[src/rtl/wb_write_queue.sv]
// Register-file write queue: merges normal and link writebacks, drains one write per cycle
// and offers a youngest-match bypass lookup. Define WB_TRACE_EN to print each committed write.
module wb_write_queue #(
    parameter int unsigned DEPTH = 4,
    parameter int unsigned AW    = 2
) (
    input  logic        clock,
    input  logic        reset,
    input  logic        wr_valid,
    input  logic [4:0]  wr_reg,
    input  logic [31:0] wr_data,
    input  logic        link_valid,
    input  logic [4:0]  link_reg,
    input  logic [31:0] link_pc,
    input  logic [31:0] in_pc,
    output logic        in_ready,
    output logic        rf_we,
    output logic [4:0]  rf_waddr,
    output logic [31:0] rf_wdata,
    output logic [31:0] rf_pc,
    input  logic [4:0]  rd_reg1,
    input  logic [4:0]  rd_reg2,
    output logic        byp_hit1,
    output logic [31:0] byp_data1,
    output logic        byp_hit2,
    output logic [31:0] byp_data2,
    output logic        busy
);

    typedef struct packed {
        logic [4:0]  r;
        logic [31:0] d;
        logic [31:0] pc;
    } entry_t;

    localparam logic [AW:0] DepthCnt = (AW+1)'(DEPTH);
    localparam logic [AW:0] TwoCnt   = (AW+1)'(2);

    entry_t        mem_q [DEPTH];
    entry_t        mem_d [DEPTH];
    logic [AW-1:0] head_q, head_d;
    logic [AW-1:0] tail_q, tail_d;
    logic [AW:0]   count_q, count_d;

    entry_t        ent_wr, ent_lk, head_ent;
    logic          take_wr, take_lk, deq;
    logic [AW:0]   enq_n;
    logic [AW-1:0] lk_ptr;

    // Room for a dual request is required, so acceptance never depends on the same-cycle drain.
    assign in_ready = (DepthCnt - count_q) >= TwoCnt;
    assign deq      = (count_q != '0);
    assign busy     = deq;

    always_comb begin
        ent_wr  = '{r: wr_reg, d: wr_data, pc: in_pc};
        ent_lk  = '{r: link_reg, d: link_pc + 32'd8, pc: in_pc};
        take_wr = in_ready & wr_valid & (wr_reg != 5'd0);
        take_lk = in_ready & link_valid & (link_reg != 5'd0);
        enq_n   = (AW+1)'(take_wr) + (AW+1)'(take_lk);
        lk_ptr  = take_wr ? tail_q + AW'(1) : tail_q;

        mem_d = mem_q;
        if (take_wr) begin
            mem_d[tail_q] = ent_wr;
        end
        if (take_lk) begin
            mem_d[lk_ptr] = ent_lk;
        end

        tail_d  = tail_q + enq_n[AW-1:0];
        head_d  = head_q + AW'(deq);
        count_d = count_q + enq_n - (AW+1)'(deq);
    end

    always_ff @(posedge clock or posedge reset) begin
        if (reset) begin
            mem_q   <= '{default: '0};
            head_q  <= '0;
            tail_q  <= '0;
            count_q <= '0;
        end else begin
            mem_q   <= mem_d;
            head_q  <= head_d;
            tail_q  <= tail_d;
            count_q <= count_d;
        end
    end

    // Outputs are forced to zero when empty so stale slots never leak out.
    always_comb begin
        head_ent = mem_q[head_q];
        rf_we    = deq;
        rf_waddr = deq ? head_ent.r  : 5'd0;
        rf_wdata = deq ? head_ent.d  : 32'd0;
        rf_pc    = deq ? head_ent.pc : 32'd0;
    end

    // Scan oldest to youngest so the last match left standing is the youngest.
    always_comb begin
        logic [AW-1:0] idx;
        logic          live;
        idx       = '0;
        live      = 1'b0;
        byp_hit1  = 1'b0;
        byp_data1 = 32'd0;
        byp_hit2  = 1'b0;
        byp_data2 = 32'd0;
        for (int i = 0; i < DEPTH; i++) begin
            idx  = head_q + AW'(i);
            live = (AW+1)'(i) < count_q;
            if (live && rd_reg1 != 5'd0 && mem_q[idx].r == rd_reg1) begin
                byp_hit1  = 1'b1;
                byp_data1 = mem_q[idx].d;
            end
            if (live && rd_reg2 != 5'd0 && mem_q[idx].r == rd_reg2) begin
                byp_hit2  = 1'b1;
                byp_data2 = mem_q[idx].d;
            end
        end
    end

`ifdef WB_TRACE_EN
    always @(posedge clock) begin
        if (!reset && rf_we) begin
            $display("@%h: $%0d <= %h", rf_pc, rf_waddr, rf_wdata);
        end
    end
`endif

endmodule

[config.mk]
export PLATFORM = sky130hd
export DESIGN_NAME = wb_write_queue
export DESIGN_NICKNAME = d
export VERILOG_FILES = /design/src/rtl/wb_write_queue.sv
export SDC_FILE = /design/constraint.sdc
export NUM_CORES = 1
export LEC_CHECK = 0
export CORE_UTILIZATION = 57
export DETAILED_ROUTE_END_ITERATION = 6
export DONT_BUFFER_PORTS = 1
export GPL_ROUTABILITY_DRIVEN = 0
export PLACE_DENSITY = 0.7
export REMOVE_ABC_BUFFERS = 1
export SYNTH_ARGS = -nofsm -noshare
export SYNTH_HDL_FRONTEND = slang
export SYNTH_SLANG_ARGS = --single-unit
[constraint.sdc]
create_clock -name clock -period 27 [get_ports clock]
set_input_delay 5.4 -clock clock [delete_from_list [all_inputs] [get_ports clock]]
set_output_delay 5.4 -clock clock [all_outputs]
set_load 0.05 [all_outputs]
==> run_results.csv, run 1 <==
group,metric,value,unit
drt,vias,15500,
die,dieArea,35100,um^2
synth,synth_compound_area_frac,0.131,
die,die_w,187,um
worst_setup_path,worst_r2r_endpoint,"count_q[2]",
drt,wire_per_inst,23.0,um
sta,max_slew.worst_pin.slew,1.32,ns
synth,synthAdderAreaFrac,0.00996,
global_route,globalRouteOverflowTotal,0,
worst_setup_path,crit_required,21.60,ns
clock_tree,cts_made_buffers,31,
worst_setup_path,cp-startpoint,"rd_reg1[1]",
sta,grt_setup_unrepaired,"no",
drt,firstDrtPassIters,5,
global_route,grt_pass1_wl,87.4,mm
synth,ys_warn_count,0,
worst_setup_path,critPathCapture,"byp_data1[17]",
global_route,antenna_found_initial,0,
clock_tree,cts_resized,0,
run,drv_cap,0,
drt,final_antenna_net_count,0,
finish,nets,2049,
worst_setup_path,reg2reg_slack,22.93,ns
sta,final-hold-violation-count,0,
finish,multiInputGateArea,11800,um^2
worst_setup_path,cp.depth,7,
synth,synth_top_family_by_area,"multiplexers",
finish,final_layout_size_suffix_gt1_frac,0.234,
place,dp_hpwl,36.6,mm
synth,synth_xor_area_frac,0.0335,
sta,slew_headroom,0.119,
place,port_buffers,0,
synth,syn_area,19600,um^2
worst_setup_path,path_buf_inv,0,
synth,yosys.cell_types.count,56,
global_route,grt_util_all_layers,0.313,
synth,avgSynthCellArea,9.76,um^2
clock_tree,numClockSinks,283,
die,rows,67,
worst_setup_path,reg2regPathDepth,14,
finish,num-fill-cells,2798,
clock_tree,clk_latency,0.56,ns
worst_setup_path,slowest_stage,"o21ai_1",
synth,ys_seq_area_frac,0.361,
worst_setup_path,path_cells,"nor4_1, a211o_1, a21oi_2, o2111a_1, nor2_1, nand2_1, o21ai_1",
drt,drc,0,
finish,final_common_cell,"mux2_2",
clock_tree,cts-root-buf,"clkbuf_16",
synth,synth-simple-area-share,0.109,
worst_setup_path,critical_path_class,"in2out",
synth,ys_ff_latch,283,
clock_tree,ctsHoldBuffers,0,
global_route,grt_pass1_vias,15600,
finish,mostFrequentLayoutCells,"mux2_2, dfrtp_1, nor2_1, nand2_1, mux2i_1",
sta,fin_tns_setup,0,ns
drt,wl,55.0,mm
drt,vias_per_cell,6.49,
clock_tree,path_clk_slew,0.06,ns
worst_setup_path,critPathTopFamily,"compound AO/OA/AOI/OAI gates",
outcome,status,"finished clean",
finish,area_delta_synth_final,6.27,%
die,ioPinCount,258,
clock_tree,cts_tree,"yes",
clock_tree,clk_path_buf_depth,3,
worst_setup_path,path_max_fanout,24,
worst_setup_path,arrival,8.86,ns
sta,fin_skew,0.0121,ns
drt,drt_iter0_drc,1219,
sta,final-setup-viol-count,0,
global_route,grt_max_degree,150,
worst_setup_path,crit_path_end_kind,"output pin",
sta,maxSlewViolCount,0,
finish,antenna_cells,0,
clock_tree,htree_levels,1,
clock_tree,post_cts_buffers,0,
synth,synthCells,2008,
synth,synthMuxAreaShare,0.312,
worst_setup_path,startpoint_type,"input port",
sta,period_minus_slack,14.26,ns
worst_hold_path,hold_class,"reg2reg",
worst_setup_path,worstReg2RegStart,"count_q[0]",
die,fp.coreArea,33700,um^2
sta,fmax,70.1,MHz
worst_setup_path,crit_path_max_incr_delay,1.13,ns
finish,register_area,7090,um^2
die,die-height,187,um
die,initial_utilization,0.582,
sta,post-route-period-util,0.528,
==> state kept, by name, summed over array words and instances, names as in the netlist <==
signal and cells:
tail_q 2, count_q 3, mem_q 276, head_q 2
==> final cells by class <==
| type | count | share of cell area |
|---|---|---|
| clock buffers | 49 | 0.0429 |
| clock inverters | 7 | 0.00559 |
| inverters | 28 | 0.00553 |
| multi-input cells | 1534 | 0.565 |
| flip-flops and latches | 283 | 0.340 |
| well taps | 448 | 0.0269 |
| repair buffers | 36 | 0.0136 |
==> worst min path at each step <==
stage                     depth (start not counted)       from   endpoint
after floorplan                                   1  mem_q[69]  mem_q[69]
after global placement                            1   mem_q[9]   mem_q[9]
after detailed placement                          1   mem_q[9]   mem_q[9]
after CTS                                         1  mem_q[70]  mem_q[70]
after global routing                              1   mem_q[9]   mem_q[9]
final                                             1   mem_q[9]   mem_q[9]
==> synthesized netlist by cell type, drive strengths merged <==
cell type	n	area [um^2]
a22oi	24	180
nand4	7	43.8
ha	14	175
and4	3	26.3
o211ai	3	36.3
clkinv	1	3.75
nor2	200	751
a31oi	4	25.0
and3	3	18.8
mux4	53	1190
buf	82	453
o21ba	1	10.0
o21ai	194	975
a211o	2	17.5
a2111oi	1	15.0
nor3	19	106
o2111a	1	11.3
o21a	1	7.51
clkbuf	81	304
or4	3	22.5
nand3	20	100
a211oi	15	143
o32a	2	20.0
mux2i	167	1680
a221oi	23	201
nand2b	7	43.8
o22ai	16	100
a21oi	156	796
and2	47	294
o2111ai	1	26.3
fa	1	20.0
xnor2	45	394
nor2b	2	20.0
dfrtp	283	7080
or3b	1	8.76
nor4	6	37.5
nand2	173	649
mux2	288	3240
xor2	30	263
inv	27	101
or3	1	6.26
==> layer usage <==
layer	track usage	wire (um)	vias up
li1	-	-	7020
met1	0.409	22000	7618
met2	0.503	25600	725
met3	0.0829	5700	111
met4	0.107	1630	0
met5	0	0	-
==> stage by stage <==
stage                     setup WS (ns)  cells  instance area, um^2  utilization  hold slack (ns)
final                             12.74   2385                20800        0.618            0.485
after global routing              12.45   2385                20800        0.618            0.506
after CTS                         12.72   2385                20800        0.618            0.489
after detailed placement          12.72   2329                19800        0.588            0.475
after global placement            12.85   2329                19800        0.588            0.461
after floorplan                   11.90   1845                18800            -            0.453
==> kinds of logic (layout without fill, tap and decap cells) <==
| logic type | Yosys count | count (layout) |
|---|---|---|
| multiplexers | 508 | 508 |
| AO/OA/AOI/OAI | 444 | 444 |
| flip-flops | 283 | 283 |
| XOR/XNOR | 75 | 75 |
| buffers and inverters | 191 | 120 |
| AND/OR/NAND/NOR | 492 | 492 |
| adder cells (fa/ha/maj) | 15 | 15 |
Power of run 1 is left out: the tool's default activity adds up to more than one toggle a clock period on the data nets, which glitch-free logic cannot reach.
==> inputs of run 2 (changes only) <==
==> constraint.sdc (replaced) <==
create_clock -name clock -period 14.5 [get_ports clock]
set_input_delay 2.9 -clock clock [delete_from_list [all_inputs] [get_ports clock]]
set_output_delay 2.9 -clock clock [all_outputs]
set_load 0.05 [all_outputs]
==> run_results.csv, run 2 (synthesis results as in run 1) <==
group,metric,value,unit
clock_tree,post_cts_buffers,0,
clock_tree,clk_latency,0.57,ns
global_route,antenna_found_initial,0,
die,dieArea,35100,um^2
sta,post-route-period-util,0.639,
finish,area_delta_synth_final,6.36,%
outcome,status,"finished clean",
sta,final-setup-viol-count,0,
finish,largest_reg_flops,276,
finish,design_area,20800,um^2
finish,final_common_cell,"mux2_2",
clock_tree,clk_path_buf_depth,3,
worst_hold_path,hold_class,"reg2reg",
finish,top_register,"mem_q",
finish,nets,2048,
die,ioPinCount,258,
drt,wl,55.1,mm
worst_setup_path,crit_path_max_incr_delay,1.13,ns
sta,grt_setup_unrepaired,"no",
sta,fmax,108,MHz
global_route,grt_pass1_vias,15700,
drt,vias,15500,
finish,mostFrequentLayoutCells,"mux2_2, dfrtp_1, nor2_1, nand2_1, mux2i_1",
clock_tree,cts_tree,"yes",
worst_setup_path,crit_required,11.60,ns
sta,final-hold-violation-count,0,
place,port_buffers,0,
drt,firstDrtPassIters,6,
clock_tree,numClockSinks,283,
finish,antenna_cells,0,
die,initial_utilization,0.582,
clock_tree,htree_levels,1,
worst_setup_path,arrival,6.37,ns
clock_tree,cts-root-buf,"clkbuf_16",
place,dp_hpwl,36.1,mm
die,die_w,187,um
die,fp.coreArea,33700,um^2
drt,drc,0,
global_route,grt_max_degree,150,
global_route,globalRouteOverflowTotal,0,
worst_setup_path,critical_path_class,"in2out",
sta,period_minus_slack,9.27,ns
sta,fin_skew,0.0108,ns
sta,fin_tns_setup,0,ns
run,drv_cap,0,
sta,max_slew.worst_pin.slew,1.30,ns
place,dpl_cell_area,19800,um^2
drt,final_antenna_net_count,0,
global_route,grt_util_all_layers,0.313,
global_route,grt_pass1_wl,87.7,mm
worst_setup_path,slowest_stage,"o21ai_1",
finish,reg.largest.list,"mem_q x276, count_q x3",
clock_tree,path_clk_slew,0.06,ns
clock_tree,cts_made_buffers,31,
worst_setup_path,crit_path_end_kind,"output pin",
worst_setup_path,startpoint_type,"input port",
finish,final_layout_size_suffix_gt1_frac,0.237,
drt,drt_iter0_drc,1384,
die,die-height,187,um
worst_setup_path,path_cells,"nor4_1, a211o_1, a21oi_2, o2111a_1, nor2_1, nand2_1, o21ai_1",
sta,maxSlewViolCount,0,
clock_tree,cts_resized,0,
worst_setup_path,path_max_fanout,24,
drt,vias_per_cell,6.50,
sta,slew_headroom,0.136,
finish,num-fill-cells,2808,
clock_tree,ctsHoldBuffers,0,
die,rows,67,
drt,wire_per_inst,23.1,um
[run 2: cell types whose count changed in the layout (fill, tap and decap cells not counted)]
cell      previous run  this run
clkbuf_8             5         7
buf_4               35        33
clkbuf_1            13         4
clkinv_2             2         6
buf_12               1         2
[run 2: path summary, 6_finish.rpt]
kind / startpoint / to / slack [ns] / depth (start not counted)
setup / recovery: rd_reg1[1] / byp_data1[17] / 5.23 / 7
hold / removal: mem_q[69] / mem_q[69] / 0.49 / 1
setup reg to reg: count_q[0] / count_q[2] / 10.43 / 14
hold reg to reg: mem_q[69] / mem_q[69] / 0.49 / 1
max in group asynchronous: reset / mem_q[54] / 10.81 / 2
min in group asynchronous: reset / mem_q[66] / 2.33 / 1
[run 2: routing by layer]
layer  part of all wire  track usage
met2               0.47        0.509
met4              0.025       0.0972
met3              0.098       0.0826
met1               0.41        0.410
met5                  0            0
[run 2: final cells by class]
type	instances	area, um^2	share of cell area
Tap cell	448	561	0.0269
Timing Repair Buffer	35	288	0.0138
Inverter	28	115	0.00552
Multi-Input combinational cell	1534	11800	0.565
Clock buffer	42	887	0.0426
Sequential cell	283	7090	0.340
Clock inverter	11	136	0.00654
[run 2: worst max-delay path: cells and delay by family]
kind,cells,cell delay (ns)
AOI/OAI and AO/OA,4,1.97
and+or+nand+nor,3,1.45
[run 2: through the flow]
stage | worst slack (ns) | util | hold slack [ns] | cells
after global routing | 5.07 | 0.619 | 0.504 | 2381
after global placement | 5.38 | 0.588 | 0.462 | 2328
after floorplan | 1.90 | - | 0.453 | 1845
after CTS | 5.30 | 0.619 | 0.491 | 2381
after detailed placement | 5.28 | 0.588 | 0.477 | 2328
final | 5.23 | 0.619 | 0.486 | 2381
Power of run 2 is left out for the same reason.
